File: config.mk
export PLATFORM = sky130hd
export DESIGN_NAME = upper_pc_table
export DESIGN_NICKNAME = d
export VERILOG_FILES = /design/src/rtl/core_types_pkg.sv /design/src/rtl/plru8_tree.sv /design/src/rtl/upper_pc_table.sv
export SDC_FILE = /design/constraint.sdc
export NUM_CORES = 1
export LEC_CHECK = 0
export ABC_AREA = 0
export CAP_MARGIN = 25
export CORE_UTILIZATION = 65
export CTS_CLUSTER_DIAMETER = 100
export DETAILED_ROUTE_END_ITERATION = 6
export PLACE_DENSITY = 0.95
export SLEW_MARGIN = 10
export SYNTH_ARGS = -nofsm -noshare
export SYNTH_HDL_FRONTEND = slang
export SYNTH_SLANG_ARGS = --single-unit
File: constraint.sdc
create_clock -name CLK -period 13.9 [get_ports CLK]
set_input_delay 1.39 -clock CLK [delete_from_list [all_inputs] [get_ports CLK]]
set_output_delay 1.39 -clock CLK [all_outputs]
set_load 0.02 [all_outputs]
File: src/rtl/core_types_pkg.sv
// Shared sizing for the branch-target upper-PC store.
// The BTB keeps low target bits plus an index into this table.
package core_types_pkg;
    localparam int UPPER_PC_TABLE_ENTRIES = 8;
    localparam int UPPER_PC_WIDTH         = 19;
    localparam int LOG_UPT_ENTRIES        = 3;

    typedef logic [LOG_UPT_ENTRIES-1:0] upt_index_t;
    typedef logic [6:0]                 plru8_state_t;
endpackage

File: src/rtl/plru8_tree.sv
// 8-way tree pseudo-LRU: 7-bit state, victim walk, and two touches per cycle.
// Touch A is applied before touch B, so B owns any node both paths share.
module plru8_tree
    import core_types_pkg::*;
(
    input  logic       clk,
    input  logic       rst,
    input  logic       touch_a_valid,
    input  upt_index_t touch_a_index,
    input  logic       touch_b_valid,
    input  upt_index_t touch_b_index,
    output upt_index_t victim
);
    plru8_state_t plru, plru_mid, plru_next;

    // Each node on the touched path is pointed away from the touched leaf.
    function automatic plru8_state_t touch(input plru8_state_t s, input upt_index_t i);
        plru8_state_t r;
        logic [2:0]   n1, n2;
        r     = s;
        n1    = 3'd1 + {2'b00, i[2]};
        n2    = 3'd3 + {1'b0, i[2:1]};
        r[0]  = ~i[2];
        r[n1] = ~i[1];
        r[n2] = ~i[0];
        return r;
    endfunction

    always_comb begin
        plru_mid  = touch_a_valid ? touch(plru, touch_a_index) : plru;
        plru_next = touch_b_valid ? touch(plru_mid, touch_b_index) : plru_mid;
    end

    logic [2:0] vn1, vn2;
    always_comb begin
        vn1       = 3'd1 + {2'b00, plru[0]};
        vn2       = 3'd3 + {1'b0, plru[0], plru[vn1]};
        victim    = {plru[0], plru[vn1], plru[vn2]};
    end

    always_ff @(posedge clk or posedge rst) begin
        if (rst) plru <= '0;
        else     plru <= plru_next;
    end
endmodule

File: src/rtl/upper_pc_table.sv
// Upper-PC store: decodes BTB indices back to PC[31:13] and encodes resolved
// targets into an existing or freshly allocated index.
module upper_pc_table #(
    parameter int UPPER_PC_TABLE_ENTRIES = core_types_pkg::UPPER_PC_TABLE_ENTRIES,
    parameter int UPPER_PC_WIDTH         = core_types_pkg::UPPER_PC_WIDTH,
    parameter int LOG_UPT_ENTRIES        = core_types_pkg::LOG_UPT_ENTRIES
) (
    input  logic                       CLK,
    input  logic                       RST,
    input  logic                       read_valid_in,
    input  logic [LOG_UPT_ENTRIES-1:0] read_index_in,
    output logic [UPPER_PC_WIDTH-1:0]  read_upper_PC_out,
    input  logic                       update0_valid_in,
    input  logic [31:0]                update0_target_full_PC_in,
    output logic                       update1_valid_out,
    output logic [LOG_UPT_ENTRIES-1:0] update1_upper_PC_index_out,
    output logic                       update1_hit_out
);
    localparam int PC_LO = 32 - UPPER_PC_WIDTH;

    logic [UPPER_PC_WIDTH-1:0]         entry [UPPER_PC_TABLE_ENTRIES];
    logic [UPPER_PC_TABLE_ENTRIES-1:0] valid;
    logic [UPPER_PC_TABLE_ENTRIES-1:0] match;
    logic [UPPER_PC_WIDTH-1:0]         upper;
    logic                              hit;
    logic [LOG_UPT_ENTRIES-1:0]        hit_index, free_index, victim, chosen;
    logic                              unused_low_bits;

    assign upper           = update0_target_full_PC_in[31:PC_LO];
    assign unused_low_bits = ^update0_target_full_PC_in[PC_LO-1:0];

    // CAM compare over valid entries plus lowest-free priority encode.
    always_comb begin
        match      = '0;
        hit_index  = '0;
        free_index = '0;
        for (int i = 0; i < UPPER_PC_TABLE_ENTRIES; i++)
            match[i] = valid[i] && (entry[i] == upper);
        for (int i = UPPER_PC_TABLE_ENTRIES - 1; i >= 0; i--) begin
            if (match[i])  hit_index  = LOG_UPT_ENTRIES'(i);
            if (!valid[i]) free_index = LOG_UPT_ENTRIES'(i);
        end
    end

    assign hit = |match;

    always_comb begin
        chosen = free_index;
        if (hit)         chosen = hit_index;
        else if (&valid) chosen = victim;
    end

    plru8_tree u_plru (
        .clk           (CLK),
        .rst           (RST),
        .touch_a_valid (read_valid_in),
        .touch_a_index (read_index_in),
        .touch_b_valid (update0_valid_in),
        .touch_b_index (chosen),
        .victim        (victim)
    );

    // The read samples entry[] before this edge's write lands: no bypass.
    always_ff @(posedge CLK or posedge RST) begin
        if (RST) begin
            for (int i = 0; i < UPPER_PC_TABLE_ENTRIES; i++) entry[i] <= '0;
            valid                      <= '0;
            read_upper_PC_out          <= '0;
            update1_valid_out          <= 1'b0;
            update1_upper_PC_index_out <= '0;
            update1_hit_out            <= 1'b0;
        end else begin
            update1_valid_out <= update0_valid_in;
            if (read_valid_in) read_upper_PC_out <= entry[read_index_in];
            if (update0_valid_in) begin
                update1_upper_PC_index_out <= chosen;
                update1_hit_out            <= hit;
                if (!hit) begin
                    entry[chosen] <= upper;
                    valid[chosen] <= 1'b1;
                end
            end
        end
    end
endmodule

==> results.cfg, run 1 <==
[run_status]
status = complete, no violations

[yosys]
synth_warnings = 0
synth-xor-area-share = 0.126
synth_top_family_by_area = multiplexers
async_reset_ff_frac = 1.00
synth_fa_ha_area_frac = 0.0142
syn_avg_cell_area_um2 = 12.5
synth_common_cells = dfrtp_1, mux2_2, xor2_1, xnor2_1, mux2i_1
synthSimpleGateAreaFrac = 0.0633
yosys.cell_count.top_type = dfrtp_1
ys_types = 45
postSynthCellCount = 846
syn_nets = 897
synth_top_area_frac = 0.451
syn_area_um2 = 10600
synth_compound_area_frac = 0.0497
ys_ff_latch = 191
yosys-top-cells-area = dfrtp_1, mux2_2, xor2_1, xnor2_1, mux4_2
synth_edf_count = 0
synth_ff_type = dfrtp_1
yosys.area.top_type = dfrtp_1
synthMuxAreaShare = 0.245
ys_seq_area_frac = 0.451

[critical_path]
crit_fanout = 16
setup.worst_path.end_class = flop
crit_arrival_ns = 5.84
start_kind = primary input
worstSetupPathType = in2reg
required_ns = 14.23

[power_and_ir_drop]
swShare = 0.390
p_comb_frac = 0.482
switching_power_mw = 1.23
p_clk_frac = 0.171
sequentialPowerShare = 0.347
p_leak_nw = 4.89
p_int_mw = 1.93
powerDensity_nw_per_um2 = 272
vdd_drop_max_uv = 164

[clock_tree]
root_buffer = clkbuf_16
ctsResizeCount = 0
cts_setup_buffers = 0
clkTransAtPathRegs_ns = 0.07
cts_tree = built
numCtsBuffers = 17
cts_hold_buf = 0
clock-sinks = 191
htreeDepth = 4
clock_latency_ns = 0.44
clockBufferDepth = 2

[floorplanning]
core-area_um2 = 15900
io_pins = 63
dieHeight_um = 130
die_x_um = 130
rows = 46
dieArea_um2 = 16800
start_util = 0.667

[sta]
worst_pin_slew_ns = 1.05
max_freq_mhz = 181
drv_slew = 0
finalCriticalPeriod_ns = 5.52
fin_ws_ns = 8.38
hold_viol = 0
fin_skew_ns = 0.00887
finalSetupTns_ns = 0
maxSlewHeadroom = 0.296
fin_crit_sh = 0.397
rsz0062_at_grt = no
finalSetupViolCount = 0

[global_routing]
grt_max_degree = 111
grt_use_total = 0.347
antenna_found_initial = 0
grt_pass1_wl_mm = 42.1
overflow = 0
grt_pass1_vias = 7246

[placed_design]
place_congestion = 1.03
port_buffers = 49
dp_slack_ns = 8.06
dp_hpwl_mm = 17.8
dp.cells = 1050

[routing]
wl_met2_mm = 13.0
top_layer_used = met4
first_iter_violations = 603
routed-via-count = 7176
first_pass_iters = 5
dr_wl_met3_mm = 2.15
post_drt_wl_per_cell_um = 25.3
wl_met1_mm = 10.8
vias_per_cell = 6.63
ant_nets = 0
finalWirelength_mm = 27.4
route.detailed.drc = 0

[run]
maxCapViolCount = 0

[cells_and_area]
stdcell_count = 1083
fill_cells = 1041
multi_input_area_um2 = 5280
final_nets = 905
drive_above_1_share = 0.260
regArea_um2 = 4780
synthToLayoutAreaGrowth_pct = 10.0
diodes = 0

[hold_path]
hold_path.class = reg2reg
[worst paths after layout]
kind	cells past startpoint	from	endpoint	slack, ns
max	11	update0_target_full_PC_in[29]	entry[11]	8.38
max in group asynchronous	4	RST	read_upper_PC_out[2]	11.32
min reg2reg	1	read_upper_PC_out[15]	read_upper_PC_out[15]	0.51
max reg2reg	10	entry[62]	entry[11]	9.88
min in group asynchronous	2	RST	entry[82]	1.45
min	1	read_upper_PC_out[15]	read_upper_PC_out[15]	0.51
[per-layer routing]
| metal | track usage | up-vias |
|---|---|---|
| li1 | - | 3069 |
| met1 | 0.446 | 3635 |
| met2 | 0.543 | 363 |
| met3 | 0.0851 | 109 |
| met4 | 0.194 | 0 |
| met5 | 0 | - |
[state kept, by name, indices dropped and copies added, names as in the netlist]
register and count:
entry 152, read_upper_PC_out 19, valid 8, u_plru.plru 7, update1_upper_PC_index_out 3, update1_hit_out 1, update1_valid_out 1
[metrics by stage]
| stage | area [µm²] | hold slack, ns | util | total power [mW] |
|---|---|---|---|---|
| floorplan | 10600 | 0.474 | - | 2.18 |
| global placement | 11000 | 0.483 | 0.690 | 2.51 |
| detailed placement | 11000 | 0.497 | 0.690 | 2.58 |
| CTS | 11600 | 0.513 | 0.731 | 3.14 |
| global route | 11600 | 0.523 | 0.733 | 3.31 |
| finish | 11600 | 0.510 | 0.733 | 3.17 |
[layout by cell type, fill, tap and decap left out, types with 3 or more instances in the layout]
master           Yosys  layout
dfrtp_1            191     191
mux2_2             153     153
nor2_1              15      15
nor4_1              24      24
mux2i_1             38      38
xnor2_1             61      61
a221o_1             17      17
ha_1                12      12
nand2_1             20      20
a211oi_1             5       5
inv_1               11      10
a21oi_1              7       7
o22ai_1             18      18
mux4_2              21      21
buf_4               10      13
o21ai_0              7       7
nand3b_1             3       3
o211ai_1             3       3
clkbuf_8             0       3
nand2b_1             6       6
nand3_1              8       8
and4_1               5       5
clkbuf_16            0      17
nand4_1             29      29
xor2_1              91      91
a31oi_1              8       8
clkinv_2             0       4
bufinv_16            0       5
clkdlybuf4s50_1      0      48
[logic make-up after synthesis]
kind of cell	Yosys count
AO/OA/AOI/OAI	73
XOR/XNOR	152
adder cells (fa/ha/maj)	12
buffers and inverters	85
flip-flops	191
multiplexers	214
AND/OR/NAND/NOR	119
[worst max-delay path, cell delays in order]
cell	delay, ns
clkdlybuf4s50_1	0.93
xor2_1	0.26
nor4_1	0.55
and4_1	0.35
a311oi_1	0.09
o21ai_1	0.55
inv_1	0.34
ha_1	0.30
nand3_1	0.35
buf_4	0.35
mux2_2	0.37
[power by group through the flow]
stage          Combinational [mW]  Sequential, mW  Clock [mW]
2_1_floorplan                1.12            1.06           0
3_3_place_gp                 1.43            1.07           0
3_5_place_dp                 1.49            1.10           0
4_1_cts                      1.51            1.09       0.547
5_1_grt                      1.61            1.13       0.566
6_report                     1.53            1.10       0.543
[cell type report]
cell class / count / area share
clock buffers: 21 / 0.0404
inverters: 12 / 0.00451
clock inverters: 11 / 0.0159
repair buffers: 62 / 0.0520
well taps: 216 / 0.0232
multi-input cells: 570 / 0.454
flip-flops and latches: 191 / 0.410
(Power assumes the default switching activity.)
==> run 2, diff against run 1 <==
CORE_UTILIZATION = 60   (was 65)
PLACE_DENSITY = 0.91   (was 0.95)
clock period = 5.35 ns   (was 13.9 ns; I/O delays follow)
==> results.cfg, run 2 (same netlist as run 1, synthesis figures left out) <==
[run_status]
status = complete, no violations

[floorplanning]
die_x_um = 135
dieHeight_um = 135
dieArea_um2 = 18200
start_util = 0.614
rows = 48
io_pins = 63
core-area_um2 = 17200

[cells_and_area]
top_regs = entry (152), read_upper_PC_out (19), valid (8)
synthToLayoutAreaGrowth_pct = 10.0
top_register = entry
diodes = 0
fill_cells = 1244
post-route-util = 0.676
final_nets = 912
final_cell_mix = dfrtp_1, mux2_2, xor2_1, xnor2_1, clkdlybuf4s50_1
largest_reg_flops = 152
final_common_cell = dfrtp_1
drive_above_1_share = 0.267

[global_routing]
antenna_found_initial = 0
overflow = 0
grt_use_total = 0.327
grt_pass1_vias = 7415
grt_pass1_wl_mm = 43.2
grt_max_degree = 138

[routing]
finalWirelength_mm = 27.8
post_drt_wl_per_cell_um = 25.3
first_pass_iters = 5
route.detailed.drc = 0
vias_per_cell = 6.53
first_iter_violations = 643
routed-via-count = 7178
ant_nets = 0

[clock_tree]
cts_tree = built
clock_latency_ns = 0.44
clockBufferDepth = 2
htreeDepth = 4
cts_hold_buf = 0
cts_setup_buffers = 0
root_buffer = clkbuf_16
numCtsBuffers = 17
clock-sinks = 191
ctsResizeCount = 0
clkTransAtPathRegs_ns = 0.07

[critical_path]
crit_fanout = 20
worstRegToRegCells = 11
setup.worst_path.end_class = flop
crit-reg2reg-capture = entry[87]
required_ns = 5.67
path_cells = clkdlybuf4s50_1 -> xor2_1 -> nor4_1 -> and4_1 -> a311oi_1 -> o21ai_1 -> inv_1 -> ha_1 -> nand3_1 -> buf_4 -> mux2_2
crit_arrival_ns = 4.91
rrSetupSlack_ns = 1.43
start_kind = primary input
worstSetupPathType = in2reg
crit_path_top_delay_cell = clkdlybuf4s50_1
r2r-start = entry[140]
cpPeakStageDelay_ns = 0.94

[run]
maxCapViolCount = 0

[sta]
finalCriticalPeriod_ns = 4.59
rsz0062_at_grt = no
fin_skew_ns = 0.0109
hold_viol = 0
maxSlewHeadroom = 0.260
worst_pin_slew_ns = 1.11
fin_ws_ns = 0.757
finalSetupTns_ns = 0
drv_slew = 0
fin_crit_sh = 0.858
finalSetupViolCount = 0
max_freq_mhz = 218

[power_and_ir_drop]
p_leak_nw = 4.89
powerDensity_nw_per_um2 = 698
vdd_drop_max_uv = 438

[placed_design]
port_buffers = 49
place_congestion = 1.01
dp_hpwl_mm = 18.6
dp_slack_ns = 0.515

[hold_path]
hold_path.class = in2async
## run 2: cell count changes in the layout (fill, tap and decap cells not counted), sizes merged
cell	delta
clkinv	+1
clkbuf	-2
inv	+5
buf	+7
bufinv	-4
## run 2: critical path: cells and delay by family
kind	cells	cell delay, ns
compound gates	2	0.62
xor+xnor	1	0.32
fa+ha+maj	1	0.30
buf+inv	3	1.65
mux	1	0.39
simple gates	3	1.08
## run 2: final cells by class
type                       instances  area, µm²  share of cell area
inverter                          12       48.8             0.00419
clock buffer                      19        453              0.0389
multi-input combinational        570       5280               0.454
sequential                       191       4780               0.410
tap                              225        282              0.0242
clock inverter                    13        150              0.0129
timing repair buffer              69        651              0.0559
## run 2: through the flow
step	area, µm²	cells	hold WS, ns	power [mW]
3_5_place_dp	11000	1067	0.492	6.76
5_1_grt	11600	1099	0.471	8.51
4_1_cts	11600	1099	0.450	8.09
2_1_floorplan	10600	846	0.474	5.67
3_3_place_gp	11000	1067	0.482	6.57
6_report	11600	1099	0.451	8.12
## run 2: worst max path at each step
| stage | start | endpoint | slack [ns] |
|---|---|---|---|
| after floorplan | update0_target_full_PC_in[22] | entry[10] | 2.30 |
| after CTS | update0_target_full_PC_in[29] | entry[87] | 0.88 |
| after detailed placement | update0_target_full_PC_in[25] | entry[87] | 0.52 |
| after global routing | update0_target_full_PC_in[29] | entry[87] | 0.65 |
| after global placement | update0_target_full_PC_in[29] | entry[85] | 0.68 |
| final | update0_target_full_PC_in[29] | entry[87] | 0.76 |
## run 2: power breakdown
group	leakage (nW)	total, mW	internal [mW]	switching (mW)
clock	0.294	1.29	0.688	0.604
combinational	2.33	3.97	2.00	1.96
sequential	2.27	2.87	2.19	0.676
## run 2: routing by layer
metal  vias to the layer above  track usage  wire, µm
met5                         -            0         0
met4                         0        0.169      1390
met3                        82       0.0800      1930
met2                       330        0.525     13500
met1                      3684        0.414     11000
li1                       3082            -         -
